File: config.mk
export PLATFORM = sky130hd
export DESIGN_NAME = uart_tx_fifo
export DESIGN_NICKNAME = d
export VERILOG_FILES = /design/src/rtl/uart_pkg.sv /design/src/rtl/uart_byte_fifo.sv /design/src/rtl/uart_tx_fifo.sv
export SDC_FILE = /design/constraint.sdc
export NUM_CORES = 1
export LEC_CHECK = 0
export CORE_ASPECT_RATIO = 1.75
export CORE_MARGIN = 2
export CORE_UTILIZATION = 45
export CTS_BUF_LIST = sky130_fd_sc_hd__clkbuf_8
export CTS_CLUSTER_DIAMETER = 30
export CTS_CLUSTER_SIZE = 10
export DETAILED_ROUTE_END_ITERATION = 8
export GPL_ROUTABILITY_DRIVEN = 0
export PLACE_DENSITY = 0.6
export SLEW_MARGIN = 25
export SYNTH_ARGS = -nofsm -noshare
export SYNTH_HDL_FRONTEND = slang
export SYNTH_HIERARCHICAL = 1
export SYNTH_SLANG_ARGS = --single-unit
export TNS_END_PERCENT = 1
File: constraint.sdc
create_clock -name clock -period 4.85 [get_ports clock]
set_input_delay 0.97 -clock clock [delete_from_list [all_inputs] [get_ports clock]]
set_output_delay 0.97 -clock clock [all_outputs]
set_load 0.05 [all_outputs]
File: src/rtl/uart_pkg.sv
// Shared UART constants: frame geometry and transmit shifter state encodings.
// Used by both the transmitter and the 16x receiver.
package uart_pkg;

   localparam int TICKS_PER_BIT = 16;
   localparam int DATA_BITS     = 8;
   localparam int STOP_BITS     = 1;
   localparam int TICK_W        = $clog2(TICKS_PER_BIT);
   localparam int BIT_IDX_W     = $clog2(DATA_BITS);

   // Receiver samples each bit at its centre tick.
   localparam int RX_SAMPLE_TICK = TICKS_PER_BIT / 2 - 1;

   typedef logic [1:0] uart_state_t;

   localparam logic [1:0] ST_IDLE  = 2'd0;
   localparam logic [1:0] ST_START = 2'd1;
   localparam logic [1:0] ST_DATA  = 2'd2;
   localparam logic [1:0] ST_STOP  = 2'd3;

   function automatic logic is_last_tick(input logic [TICK_W-1:0] cnt);
      return cnt == TICK_W'(TICKS_PER_BIT - 1);
   endfunction

endpackage

File: src/rtl/uart_byte_fifo.sv
// Small synchronous byte FIFO with first-word fall-through read, so the
// shifter can load the head byte on the same edge that pops it.
module uart_byte_fifo
   import uart_pkg::*;
#(
   parameter  int FIFO_DEPTH = 4,
   localparam int PTR_W      = $clog2(FIFO_DEPTH)
) (
   input  logic                 clock,
   input  logic                 reset,
   input  logic                 push,
   input  logic                 pop,
   input  logic [DATA_BITS-1:0] din,
   output logic [DATA_BITS-1:0] dout,
   output logic [PTR_W:0]       count,
   output logic                 full,
   output logic                 empty
);

   logic [DATA_BITS-1:0] mem_q [FIFO_DEPTH];
   logic [PTR_W-1:0]     wr_ptr_q, wr_ptr_d;
   logic [PTR_W-1:0]     rd_ptr_q, rd_ptr_d;
   logic [PTR_W:0]       count_q, count_d;
   logic                 do_push;
   logic                 do_pop;

   assign full    = (count_q == (PTR_W+1)'(FIFO_DEPTH));
   assign empty   = (count_q == '0);
   assign do_push = push & ~full;
   assign do_pop  = pop & ~empty;
   assign dout    = mem_q[rd_ptr_q];
   assign count   = count_q;

   // Storage carries no reset; only the pointers define what is valid.
   always_ff @(posedge clock) begin
      if (do_push) begin
         mem_q[wr_ptr_q] <= din;
      end
   end

   always_comb begin
      wr_ptr_d = wr_ptr_q;
      rd_ptr_d = rd_ptr_q;
      count_d  = count_q;
      if (do_push) begin
         wr_ptr_d = wr_ptr_q + PTR_W'(1);
      end
      if (do_pop) begin
         rd_ptr_d = rd_ptr_q + PTR_W'(1);
      end
      case ({do_push, do_pop})
         2'b10:   count_d = count_q + (PTR_W+1)'(1);
         2'b01:   count_d = count_q - (PTR_W+1)'(1);
         default: count_d = count_q;
      endcase
   end

   always_ff @(posedge clock or negedge reset) begin
      if (!reset) begin
         wr_ptr_q <= '0;
         rd_ptr_q <= '0;
         count_q  <= '0;
      end else begin
         wr_ptr_q <= wr_ptr_d;
         rd_ptr_q <= rd_ptr_d;
         count_q  <= count_d;
      end
   end

endmodule

File: src/rtl/uart_tx_fifo.sv
// 8N1 UART transmitter paced by the 16x oversampling tick, fed from a byte
// FIFO so queued bytes go out as contiguous frames.
module uart_tx_fifo
   import uart_pkg::*;
#(
   parameter  int FIFO_DEPTH = 4,
   localparam int PTR_W      = $clog2(FIFO_DEPTH)
) (
   input  logic                 clock,
   input  logic                 reset,
   input  logic                 uart_tick_16x,
   input  logic                 write,
   input  logic [DATA_BITS-1:0] data_in,
   output logic                 ready,
   output logic                 TxD,
   output logic                 busy,
   output logic [PTR_W:0]       fifo_count
);

   uart_state_t          state_q, state_d;
   logic [TICK_W-1:0]    tick_cnt_q, tick_cnt_d;
   logic [BIT_IDX_W-1:0] bit_idx_q, bit_idx_d;
   logic [DATA_BITS-1:0] shift_q, shift_d;
   logic                 txd_q, txd_d;

   logic                 fifo_pop;
   logic                 fifo_full;
   logic                 fifo_empty;
   logic [DATA_BITS-1:0] fifo_dout;
   logic                 last_tick;

   uart_byte_fifo #(
      .FIFO_DEPTH (FIFO_DEPTH)
   ) u_fifo (
      .clock (clock),
      .reset (reset),
      .push  (write),
      .pop   (fifo_pop),
      .din   (data_in),
      .dout  (fifo_dout),
      .count (fifo_count),
      .full  (fifo_full),
      .empty (fifo_empty)
   );

   assign ready     = ~fifo_full;
   assign TxD       = txd_q;
   assign busy      = (state_q != ST_IDLE) | ~fifo_empty;
   assign last_tick = is_last_tick(tick_cnt_q);

   always_comb begin
      state_d    = state_q;
      tick_cnt_d = tick_cnt_q;
      bit_idx_d  = bit_idx_q;
      shift_d    = shift_q;
      txd_d      = txd_q;
      fifo_pop   = 1'b0;

      if (uart_tick_16x) begin
         case (state_q)
            ST_IDLE: begin
               txd_d = 1'b1;
               if (!fifo_empty) begin
                  fifo_pop   = 1'b1;
                  shift_d    = fifo_dout;
                  txd_d      = 1'b0;
                  tick_cnt_d = '0;
                  state_d    = ST_START;
               end
            end

            ST_START: begin
               tick_cnt_d = tick_cnt_q + TICK_W'(1);
               if (last_tick) begin
                  txd_d     = shift_q[0];
                  bit_idx_d = '0;
                  state_d   = ST_DATA;
               end
            end

            ST_DATA: begin
               tick_cnt_d = tick_cnt_q + TICK_W'(1);
               if (last_tick) begin
                  if (bit_idx_q == BIT_IDX_W'(DATA_BITS - 1)) begin
                     txd_d   = 1'b1;
                     state_d = ST_STOP;
                  end else begin
                     shift_d   = shift_q >> 1;
                     txd_d     = shift_q[1];
                     bit_idx_d = bit_idx_q + BIT_IDX_W'(1);
                  end
               end
            end

            ST_STOP: begin
               tick_cnt_d = tick_cnt_q + TICK_W'(1);
               // Chain straight into the next START so busy never dips.
               if (last_tick) begin
                  if (!fifo_empty) begin
                     fifo_pop = 1'b1;
                     shift_d  = fifo_dout;
                     txd_d    = 1'b0;
                     state_d  = ST_START;
                  end else begin
                     state_d  = ST_IDLE;
                  end
               end
            end

            default: begin
               txd_d   = 1'b1;
               state_d = ST_IDLE;
            end
         endcase
      end
   end

   always_ff @(posedge clock or negedge reset) begin
      if (!reset) begin
         state_q    <= ST_IDLE;
         tick_cnt_q <= '0;
         bit_idx_q  <= '0;
         shift_q    <= '0;
         txd_q      <= 1'b1;
      end else begin
         state_q    <= state_d;
         tick_cnt_q <= tick_cnt_d;
         bit_idx_q  <= bit_idx_d;
         shift_q    <= shift_d;
         txd_q      <= txd_d;
      end
   end

endmodule

==> results.ini <==
[critical_path]
cp.arrival_ps = 2000
r2r-start = tick_cnt_q[0]$_DFFE_PN0P_
crit_required_ps = 3880
worst_setup_path_end_kind = primary output
critPathMaxFanout = 5
startpoint = state_q[0]$_DFFE_PN0P_
cp-start-kind = register
critical_path_class = register to primary output

[detailed_routing]
drc = 0
routed_wirelength_mm = 4.71
dr.pass1.iters = 4
route.vias.total = 1502
ant_nets = 0
drt_iter0_markers = 56
viasPerCell = 5.23
wl_per_cell_um = 16.4

[placed_design]
dp_hpwl_mm = 3.44
placed_area_um2 = 2980
numPortBuffers = 17

[floorplanning]
die_w_um = 63.1
start_util_pct = 46.8
core-area_um2 = 5880
num_rows = 37
pin_count = 18
die-area_um2 = 6780
die_h_um = 107

[final_layout]
stdcell_area_um2 = 3200
nFillCells = 516
seqCellArea_um2 = 1590
area_delta_synth_final_pct = 16.4
diodes = 0
multi_input_area_um2 = 1070
layout-drive-gt1-share_pct = 25.8
final_nets = 232

[outcome]
status = complete, no violations

[grt]
antenna_found_initial = 0
grt_usage_pct = 15.9
grt_max_degree = 26
grt_pass1_vias = 1690
grt_pass1_wl_mm = 8.00
grt-ovfl-total = 0

[sta]
period_share_pct = 61.3
rsz0062_at_grt = false
skew_ps = 7.80
finalHoldViolations = 0
maxSlewViolCount = 0
worst_pin_slew_ps = 684
min_period_ps = 2970
max_freq_ghz = 0.336
fin_tns_setup_ps = 0
relSlewSlack_pct = 54.4
finalSetupViolations = 0

[logic_synthesis]
synth.distinct_cells = 43
yosysMostFrequentCell = edfxtp_1
synth-seq-cells = 57
synth_fp_nets = 210
yosys.area.top_type = edfxtp_1
synth_top_area_share_pct = 34.9
synthFlopType = edfxtp_1
synth_commonest_cells = 32 x edfxtp_1, 24 x dfrtp_1, 15 x ha_1
yosysSeqAreaShare_pct = 57.7
synth_edf_count = 32
async_reset_ff_share_pct = 43.9
yosys_warnings = 6
synth.avg_cell_area_um2 = 15.1
synthCells = 182
synth_area_um2 = 2750
synthTopCellsByArea = edfxtp_1 35%, dfrtp_1 22%, ha_1 6.8%, mux4_2 6.5%, mux2_4 4.4%

[clock_tree]
ctsHoldBuffers = 0
clk_latency_ps = 330
clockRootBuffer = clkbuf_8
cts_setup_buffers = 0
numCtsBuffers = 9
cts_sinks = 57
cts_buffer_depth = 2
cts_tree = yes
h-tree-depth = 3
cts.repair.resized = 0
cts.clk_slew.worst_paths_ps = 70

[power_and_ir_drop]
fin_total_pwr_mw = 2.14
power.density_nw_per_um2 = 668
cellLeakagePower_nw = 1.28
ir_worst_vdd_v = 0.000278

[min_path]
min_from = shift_q[6]$_DFFE_PN0P_
hold_path.class = register to register

[job]
maxCapViolations = 0

-- registers in the layout (all words and copies together), names as in the netlist --
signal and cells:
u_fifo/rd_ptr_q 2, u_fifo/wr_ptr_q 2, state_q 2, bit_idx_q 3
TxD 1, tick_cnt_q 4, u_fifo/count 3, u_fifo/mem_q 32
shift_q 8
-- final timing paths --
| kind | end | slack (ps) | depth (start not counted) |
|---|---|---|---|
| hold reg to reg | shift_q[6]$_DFFE_PN0P_ | 520 | 1 |
| hold / removal | shift_q[6]$_DFFE_PN0P_ | 520 | 1 |
| setup / recovery | busy | 1880 | 4 |
| min in group asynchronous | state_q[0]$_DFFE_PN0P_ | 630 | 1 |
| setup reg to reg | u_fifo/count[2]$_DFFE_PN0P_ | 2270 | 11 |
| max in group asynchronous | TxD$_DFFE_PN1P_ | 3830 | 1 |
-- kinds of logic (layout without fill, tap and decap cells) --
family | count (synthesis) | count (layout) | share of synthesized area, %
AO/OA/AOI/OAI | 20 | 20 | 5.32
XOR/XNOR | 6 | 6 | 1.91
adder cells (fa/ha/maj) | 16 | 16 | 7.55
buffers and inverters | 19 | 46 | 3.27
flip-flops | 57 | 57 | 57.7
multiplexers | 31 | 31 | 16.8
AND/OR/NAND/NOR | 33 | 33 | 7.45
-- metal layers --
metal | vias to the layer above | wire length (um) | track usage [%]
li1 | 709 | - | -
met5 | - | 0 | 0
met1 | 757 | 1810 | 16.4
met2 | 25 | 2650 | 29.1
met4 | 0 | 115 | 8.41
met3 | 11 | 137 | 3.87
-- stage by stage --
stage	setup WS [ps]	util, %	instances	hold WS, ps
finish	1880	54.5	287	518
floorplan	2260	-	182	469
global placement	1760	50.7	271	494
detailed placement	1690	50.6	271	501
CTS	1840	54.5	287	523
global route	1760	54.5	287	543
-- where the power goes --
part           switching (mW)  internal (mW)
Combinational           0.400          0.422
Clock                   0.203          0.294
Sequential              0.142          0.681
-- cells in the final DEF (no fill, tap or decap), drive strengths merged, types with 2 or more instances in the layout --
| cell | synthesis | layout |
|---|---|---|
| clkdlybuf4s50 | 0 | 16 |
| xor2 | 3 | 3 |
| nand3 | 2 | 2 |
| dfrtp | 24 | 24 |
| mux2i | 5 | 5 |
| bufinv | 0 | 2 |
| mux4 | 8 | 8 |
| edfxtp | 32 | 32 |
| nand2 | 8 | 8 |
| clkbuf | 2 | 9 |
| a21oi | 4 | 4 |
| ha | 15 | 15 |
| inv | 12 | 14 |
| and2 | 4 | 4 |
| nor2b | 6 | 6 |
| buf | 5 | 2 |
| nor3b | 2 | 2 |
| o21ai | 3 | 3 |
| nor2 | 4 | 4 |
| nor3 | 3 | 3 |
| clkinv | 0 | 2 |
| mux2 | 18 | 18 |
| xnor2 | 3 | 3 |
-- critical path, stage by stage (launching register included) --
cell and delay (ps):
dfrtp_1 420, inv_1 120, ha_1 260, nand2_1 80, clkdlybuf4s50_1 790
-- area by class of cell --
type / count / share of cell area, %
well taps: 78 / 3.05
repair buffers: 18 / 5.39
inverters: 12 / 1.41
flip-flops and latches: 57 / 49.6
clock buffers: 9 / 3.87
multi-input cells: 106 / 33.5
clock inverters: 7 / 3.20
Power figures use the tool's default switching activity.
